`src/rtl/dct_qz_pkg.sv`:
```
// Shared constants, lookup tables and FSM state type for the DCT quantize/zigzag stage.
package dct_qz_pkg;

  localparam int unsigned COEF_W  = 12;
  localparam int unsigned N_COEF  = 16;
  localparam int unsigned BLK_W   = COEF_W * N_COEF;
  localparam int unsigned IDX_W   = 4;
  localparam int unsigned SHIFT_W = 3;

  // Raster index k for each zigzag beat; beat i lives at bits [4i+3:4i].
  localparam logic [N_COEF*IDX_W-1:0] ZIGZAG_TBL = {
    4'd15, 4'd14, 4'd11, 4'd7, 4'd10, 4'd13, 4'd12, 4'd9,
    4'd6,  4'd3,  4'd2,  4'd5, 4'd8,  4'd4,  4'd1,  4'd0
  };

  // Base shift 1 + ((row+col)>>1) for raster index k at bits [3k+2:3k].
  localparam logic [N_COEF*SHIFT_W-1:0] BASE_SHIFT_TBL = {
    3'd4, 3'd3, 3'd3, 3'd2,
    3'd3, 3'd3, 3'd2, 3'd2,
    3'd3, 3'd2, 3'd2, 3'd1,
    3'd2, 3'd2, 3'd1, 3'd1
  };

  typedef enum logic [0:0] {
    StIdle,
    StSend
  } state_e;

  function automatic logic [IDX_W-1:0] zigzag_k(input logic [IDX_W-1:0] beat);
    return ZIGZAG_TBL[beat*IDX_W +: IDX_W];
  endfunction

  function automatic logic [SHIFT_W-1:0] base_shift(input logic [IDX_W-1:0] k);
    return BASE_SHIFT_TBL[k*SHIFT_W +: SHIFT_W];
  endfunction

endpackage

```
`src/rtl/qz_quantizer.sv`:
```
// Combinational quantizer: q = sign(x) * (|x| >> s), with optional half-up rounding of the
// magnitude when QZ_ROUND_EN is defined. s is expected in 1..7.
module qz_quantizer
  import dct_qz_pkg::*;
(
  input  logic signed [COEF_W-1:0]  x_i,
  input  logic        [SHIFT_W-1:0] s_i,
  output logic signed [COEF_W-1:0]  q_o
);

  localparam int unsigned MAG_W = COEF_W + 1;

  logic             neg;
  logic [MAG_W-1:0] mag;
  logic [MAG_W-1:0] mag_adj;
  logic [MAG_W-1:0] res;

  // Work on a 13-bit magnitude so -2048 has a representable absolute value.
  always_comb begin
    neg = x_i[COEF_W-1];
    mag = neg ? (MAG_W'(0) - {x_i[COEF_W-1], x_i}) : {1'b0, x_i};
`ifdef QZ_ROUND_EN
    mag_adj = mag + (MAG_W'(1) << (s_i - SHIFT_W'(1)));
`else
    mag_adj = mag;
`endif
    res = mag_adj >> s_i;
    q_o = COEF_W'(neg ? (MAG_W'(0) - res) : res);
  end

endmodule

```
`src/rtl/dct_quant_zigzag.sv`:
```
// Ping-pong block buffer behind the 4x4 DCT: captures 192-bit coefficient blocks, quantizes
// each coefficient and streams them out in zigzag order under valid/ready backpressure.
// Rounding mode selected by the QZ_ROUND_EN macro (defined: round half away from zero,
// undefined: truncate toward zero).
module dct_quant_zigzag
  import dct_qz_pkg::*;
(
  input  logic              clk,
  input  logic              rstn,
  input  logic [BLK_W-1:0]  X_k_in,
  input  logic              in_valid,
  input  logic [1:0]        qp,
  output logic [COEF_W-1:0] coef_out,
  output logic [IDX_W-1:0]  out_idx,
  output logic              out_valid,
  output logic              out_last,
  input  logic              out_ready,
  output logic              overflow
);

  // Buffer storage and bookkeeping.
  logic [BLK_W-1:0] slot_q    [2];
  logic [1:0]       slot_qp_q [2];
  logic             wr_ptr_q;
  logic             rd_ptr_q;
  logic [1:0]       count_q;
  logic [1:0]       count_d;
  logic             ovf_q;

  // Read side: beat_q is the next zigzag beat to be loaded from slot[rd_ptr_q].
  state_e             state_q;
  logic [IDX_W-1:0]   beat_q;
  logic [COEF_W-1:0]  coef_q;
  logic [IDX_W-1:0]   idx_q;
  logic               valid_q;
  logic               last_q;

  logic [BLK_W-1:0]   blk_rd;
  logic [IDX_W-1:0]   k_sel;
  logic [SHIFT_W-1:0] shift_sel;
  logic [COEF_W-1:0]  x_sel;
  logic [COEF_W-1:0]  q_sel;
  logic               adv;
  logic               load;
  logic               free;
  logic               cap;

  // Select the coefficient and shift for the next beat, and decide load/free/capture.
  always_comb begin
    blk_rd    = slot_q[rd_ptr_q];
    k_sel     = zigzag_k(beat_q);
    shift_sel = base_shift(k_sel) + SHIFT_W'(slot_qp_q[rd_ptr_q]);
    x_sel     = '0;
    for (int i = 0; i < int'(N_COEF); i++) begin
      if (k_sel == IDX_W'(i)) begin
        x_sel = blk_rd[i*COEF_W +: COEF_W];
      end
    end
    // The output register can take a new beat when empty or when its beat is being accepted.
    adv  = (state_q == StIdle) || out_ready;
    load = adv && (count_q != 2'd0);
    // The slot is released as soon as its last beat is copied into the output register.
    free = load && (beat_q == 4'd15);
    cap  = in_valid && ((count_q != 2'd2) || free);
  end

  // Occupancy next-state: capture and free on the same edge cancel out.
  always_comb begin
    count_d = count_q;
    case ({cap, free})
      2'b10:   count_d = count_q + 2'd1;
      2'b01:   count_d = count_q - 2'd1;
      default: count_d = count_q;
    endcase
  end

  qz_quantizer u_quant (
    .x_i (x_sel),
    .s_i (shift_sel),
    .q_o (q_sel)
  );

  // Slot payload needs no reset; occupancy tracking guards every read.
  always_ff @(posedge clk) begin
    if (cap) begin
      slot_q[wr_ptr_q]    <= X_k_in;
      slot_qp_q[wr_ptr_q] <= qp;
    end
  end

  // Write pointer, occupancy and sticky drop flag.
  always_ff @(posedge clk or negedge rstn) begin
    if (!rstn) begin
      wr_ptr_q <= 1'b0;
      count_q  <= 2'd0;
      ovf_q    <= 1'b0;
    end else begin
      count_q <= count_d;
      if (cap) begin
        wr_ptr_q <= ~wr_ptr_q;
      end
      if (in_valid && !cap) begin
        ovf_q <= 1'b1;
      end
    end
  end

  // Output FSM with registered coefficient, index, valid and last.
  always_ff @(posedge clk or negedge rstn) begin
    if (!rstn) begin
      state_q  <= StIdle;
      beat_q   <= '0;
      rd_ptr_q <= 1'b0;
      coef_q   <= '0;
      idx_q    <= '0;
      valid_q  <= 1'b0;
      last_q   <= 1'b0;
    end else begin
      if (load) begin
        beat_q  <= beat_q + 4'd1;
        coef_q  <= q_sel;
        idx_q   <= k_sel;
        last_q  <= (beat_q == 4'd15);
        valid_q <= 1'b1;
        if (free) begin
          rd_ptr_q <= ~rd_ptr_q;
        end
      end
      case (state_q)
        StIdle: begin
          if (load) begin
            state_q <= StSend;
          end
        end
        StSend: begin
          // Current beat accepted and nothing left to send: drain to idle.
          if (out_ready && !load) begin
            state_q <= StIdle;
            valid_q <= 1'b0;
            last_q  <= 1'b0;
          end
        end
        default: state_q <= StIdle;
      endcase
    end
  end

  assign coef_out  = coef_q;
  assign out_idx   = idx_q;
  assign out_valid = valid_q;
  assign out_last  = last_q;
  assign overflow  = ovf_q;

endmodule

```
`config.mk`:
```
export PLATFORM = sky130hd
export DESIGN_NAME = dct_quant_zigzag
export DESIGN_NICKNAME = d
export VERILOG_FILES = /design/src/rtl/dct_qz_pkg.sv /design/src/rtl/qz_quantizer.sv /design/src/rtl/dct_quant_zigzag.sv
export SDC_FILE = /design/constraint.sdc
export NUM_CORES = 1
export LEC_CHECK = 0
export ABC_AREA = 1
export ABC_CLOCK_PERIOD_IN_PS = 9400
export CAP_MARGIN = 0
export CORE_MARGIN = 1.5
export CORE_UTILIZATION = 50
export DETAILED_ROUTE_END_ITERATION = 7
export HOLD_SLACK_MARGIN = 0.15
export PLACE_DENSITY = 0.77
export SLEW_MARGIN = 10
export SYNTH_ARGS = -nofsm -noshare
export SYNTH_HDL_FRONTEND = slang
export SYNTH_SLANG_ARGS = --single-unit
export TNS_END_PERCENT = 50
```
`constraint.sdc`:
```
create_clock -name clk -period 9.4 [get_ports clk]
set_input_delay 0.94 -clock clk [delete_from_list [all_inputs] [get_ports clk]]
set_output_delay 0.94 -clock clk [all_outputs]
set_load 0.01 [all_outputs]
```
==> impl_metrics.toml <==
[final_layout]
area_delta_synth_final_pct = 20.23
multi_input_area_um2 = 5668
drive_gt1_share_pct = 7.349
seq_area_um2 = 12360
num-nets-final = 2331
nFillCells = 3105

[logic_synthesis]
ys_seq_elements = 416
synth_most_common_cell = "nand2_1"
synth_enable_flop_cells = 388
synth_top_area_share_pct = 60.46
ys_warn_count = 0
syn_area_um2 = 19270
avgSynthCellArea_um2 = 10.03
synth.distinct_cells = 48
synth_ff_type = "edfxtp_1"
yosys-top-cells-count = "nand2_1, edfxtp_1, nor2_1, inv_1"
synth_cells = 1922
ys_async_sr_fraction_pct = 6.731
synth.area.top_cells = "edfxtp_1, nand2_1, nor2_1"
seq_area_frac_synth_pct = 64.10
synth_nets = 2135
yosys.area.top_type = "edfxtp_1"

[worst_setup_path]
cp_data_arrival_time_ns = 6.69
path_common_cell = "nand2_1"
critPathCaptureType = "flop"
crit_buf_inv = 5
crit_type = "flop to flop"
cp.required_ns = 9.85
cp_slowest_cell = "nand2_1"
crit_fanout = 30
max_stage_delay_ns = 0.75
timing.critical_path.from_type = "flop"
cpLargestDelayFamily = "simple AND/OR/NAND/NOR gates"

[clock_tree]
cts_tree = "done"
htree_levels = 2
numCtsBuffers = 43
insertion_delay_ns = 0.57
cts_hold_buffers = 0
cts_resized = 0
clk_pin_slew_ns = 0.06
cts_root_buffer = "clkbuf_16"
clock-sinks = 416
clk_path_buf_depth = 3
cts_setup_buffers = 0

[sta]
clock-skew-final_ns = 0.01723
whs_ns = 0.4738
slew_violations = 0
fin_crit_ns = 6.235
setup_violations = 0
worstMarginPinSlew_ns = 1.169
max_freq_ghz = 0.1604
period_share_pct = 66.33
hold_violations = 0
rsz0062_at_grt = "no"
maxSlewHeadroom_pct = 22.09

[grt]
overflow = 0
grt_antenna_before_repair = 3
grt_pass1_vias = 13580
grt_pass1_wl_um = 73480
grt_usage_pct = 24.32
grt_max_degree = 85

[floorplanning]
core_um2 = 37840
rows = 71
ios = 217
fp.dieW_um = 199.3
dieArea_um2 = 39730
start_util_pct = 50.92
fp.dieH_um = 199.3

[drt]
vias = 13740
wl_per_cell_um = 17.82
first_pass_iters = 6
drtIter0Drc = 1176
postRouteAntennaNets = 0
drc = 0
totalWireLength_um = 47450
vias_per_cell = 5.160

[placement]
portBuffers = 216
dp_hpwl_um = 31890
gp_congestion = 0.8878

[outcome]
status = "finished, final reports clean"

[worst_hold_path]
hold_class = "flop to flop"

[flow_run]
cap_violations = 0
[worst min-delay path, stage by stage, from the launching register on]
cell	delay, ns
dfrtp_1	0.34
nand2_1	0.05
nand2_1	0.05
[final cells by class]
| class | count | share of cell area [%] |
|---|---|---|
| flip-flops and latches | 416 | 53.33 |
| multi-input cells | 1213 | 24.46 |
| repair buffers | 234 | 9.915 |
| clock buffers | 47 | 4.709 |
| inverters | 210 | 3.467 |
| well taps | 511 | 2.760 |
| clock inverters | 30 | 1.334 |
| diodes | 2 | 0.02160 |
[cells by family after synthesis]
kind of cell / count (synthesis) / share of synthesized area, %
adder cells (fa/ha/maj): 15 / 1.013
AO/OA/AOI/OAI: 187 / 5.896
multiplexers: 13 / 0.6753
XOR/XNOR: 10 / 0.4545
flip-flops: 416 / 64.10
buffers and inverters: 293 / 6.597
AND/OR/NAND/NOR: 988 / 21.26
[cell usage in the layout (no fill, tap or decap), types with 7 or more instances in the layout]
cell and instances:
nand4_1 7, clkbuf_16 43, clkdlybuf4s50_1 216, o31ai_1 55, clkinv_1 12, inv_1 192
o21ai_0 90, nand2_1 541, o21ai_1 20, nand2_2 17, nor2_1 291, edfxtp_1 388
xor2_1 8, dfrtp_1 27, ha_1 14, nor2_2 7, nand3_2 11, mux2i_1 13
buf_4 18, inv_2 13, nand3_1 90, nand2_4 7
[final timing paths]
path / start / to / slack [ns] / cells past startpoint
setup / recovery: beat_q[0]$_DFFE_PN0P_ / coef_out[8]$_DFFE_PN0P_ / 3.16 / 38
hold / removal: coef_out[8]$_DFFE_PN0P_ / coef_out[8]$_DFFE_PN0P_ / 0.47 / 2
setup reg to reg: beat_q[0]$_DFFE_PN0P_ / coef_out[8]$_DFFE_PN0P_ / 3.16 / 38
hold reg to reg: coef_out[8]$_DFFE_PN0P_ / coef_out[8]$_DFFE_PN0P_ / 0.47 / 2
max in group asynchronous: rstn / rd_ptr_q$_DFFE_PN0P_ / 8.34 / 2
min in group asynchronous: rstn / count_q[1]$_DFFE_PN0P_ / 0.76 / 2
[per-stage QoR]
step / utilization [%] / instance area, µm² / worst slack [ns] / TNS (ns) / std cells
3_5_place_dp: 57.51 / 21760 / 3.233 / 0 / 2584
4_1_cts: 61.21 / 23160 / 3.204 / 0 / 2661
5_1_grt: 61.22 / 23170 / 2.395 / 0 / 2663
6_report: 61.22 / 23170 / 3.165 / 0 / 2663
2_1_floorplan: - / 19270 / -1.399 / -271.33 / 1922
3_3_place_gp: 57.51 / 21760 / 3.421 / 0 / 2584
[flip-flops by register name (all words and copies together) (netlist names), 2 cells and up]
register,cells
out_idx,4
beat_q,4
count_q,2
coef_out,12
slot_qp_q,4
slot_q,384
[per-layer routing]
layer / vias up / wire, µm / GRT usage, %
li1: 6732 / - / -
met1: 6503 / 20250 / 33.03
met2: 437 / 23260 / 40.52
met3: 67 / 2839 / 3.207
met4: 2 / 1086 / 8.081
met5: - / 13 / 0
Power is not shown: default switching activity piles up to over one toggle a cycle in this logic, so the estimate is an artifact.
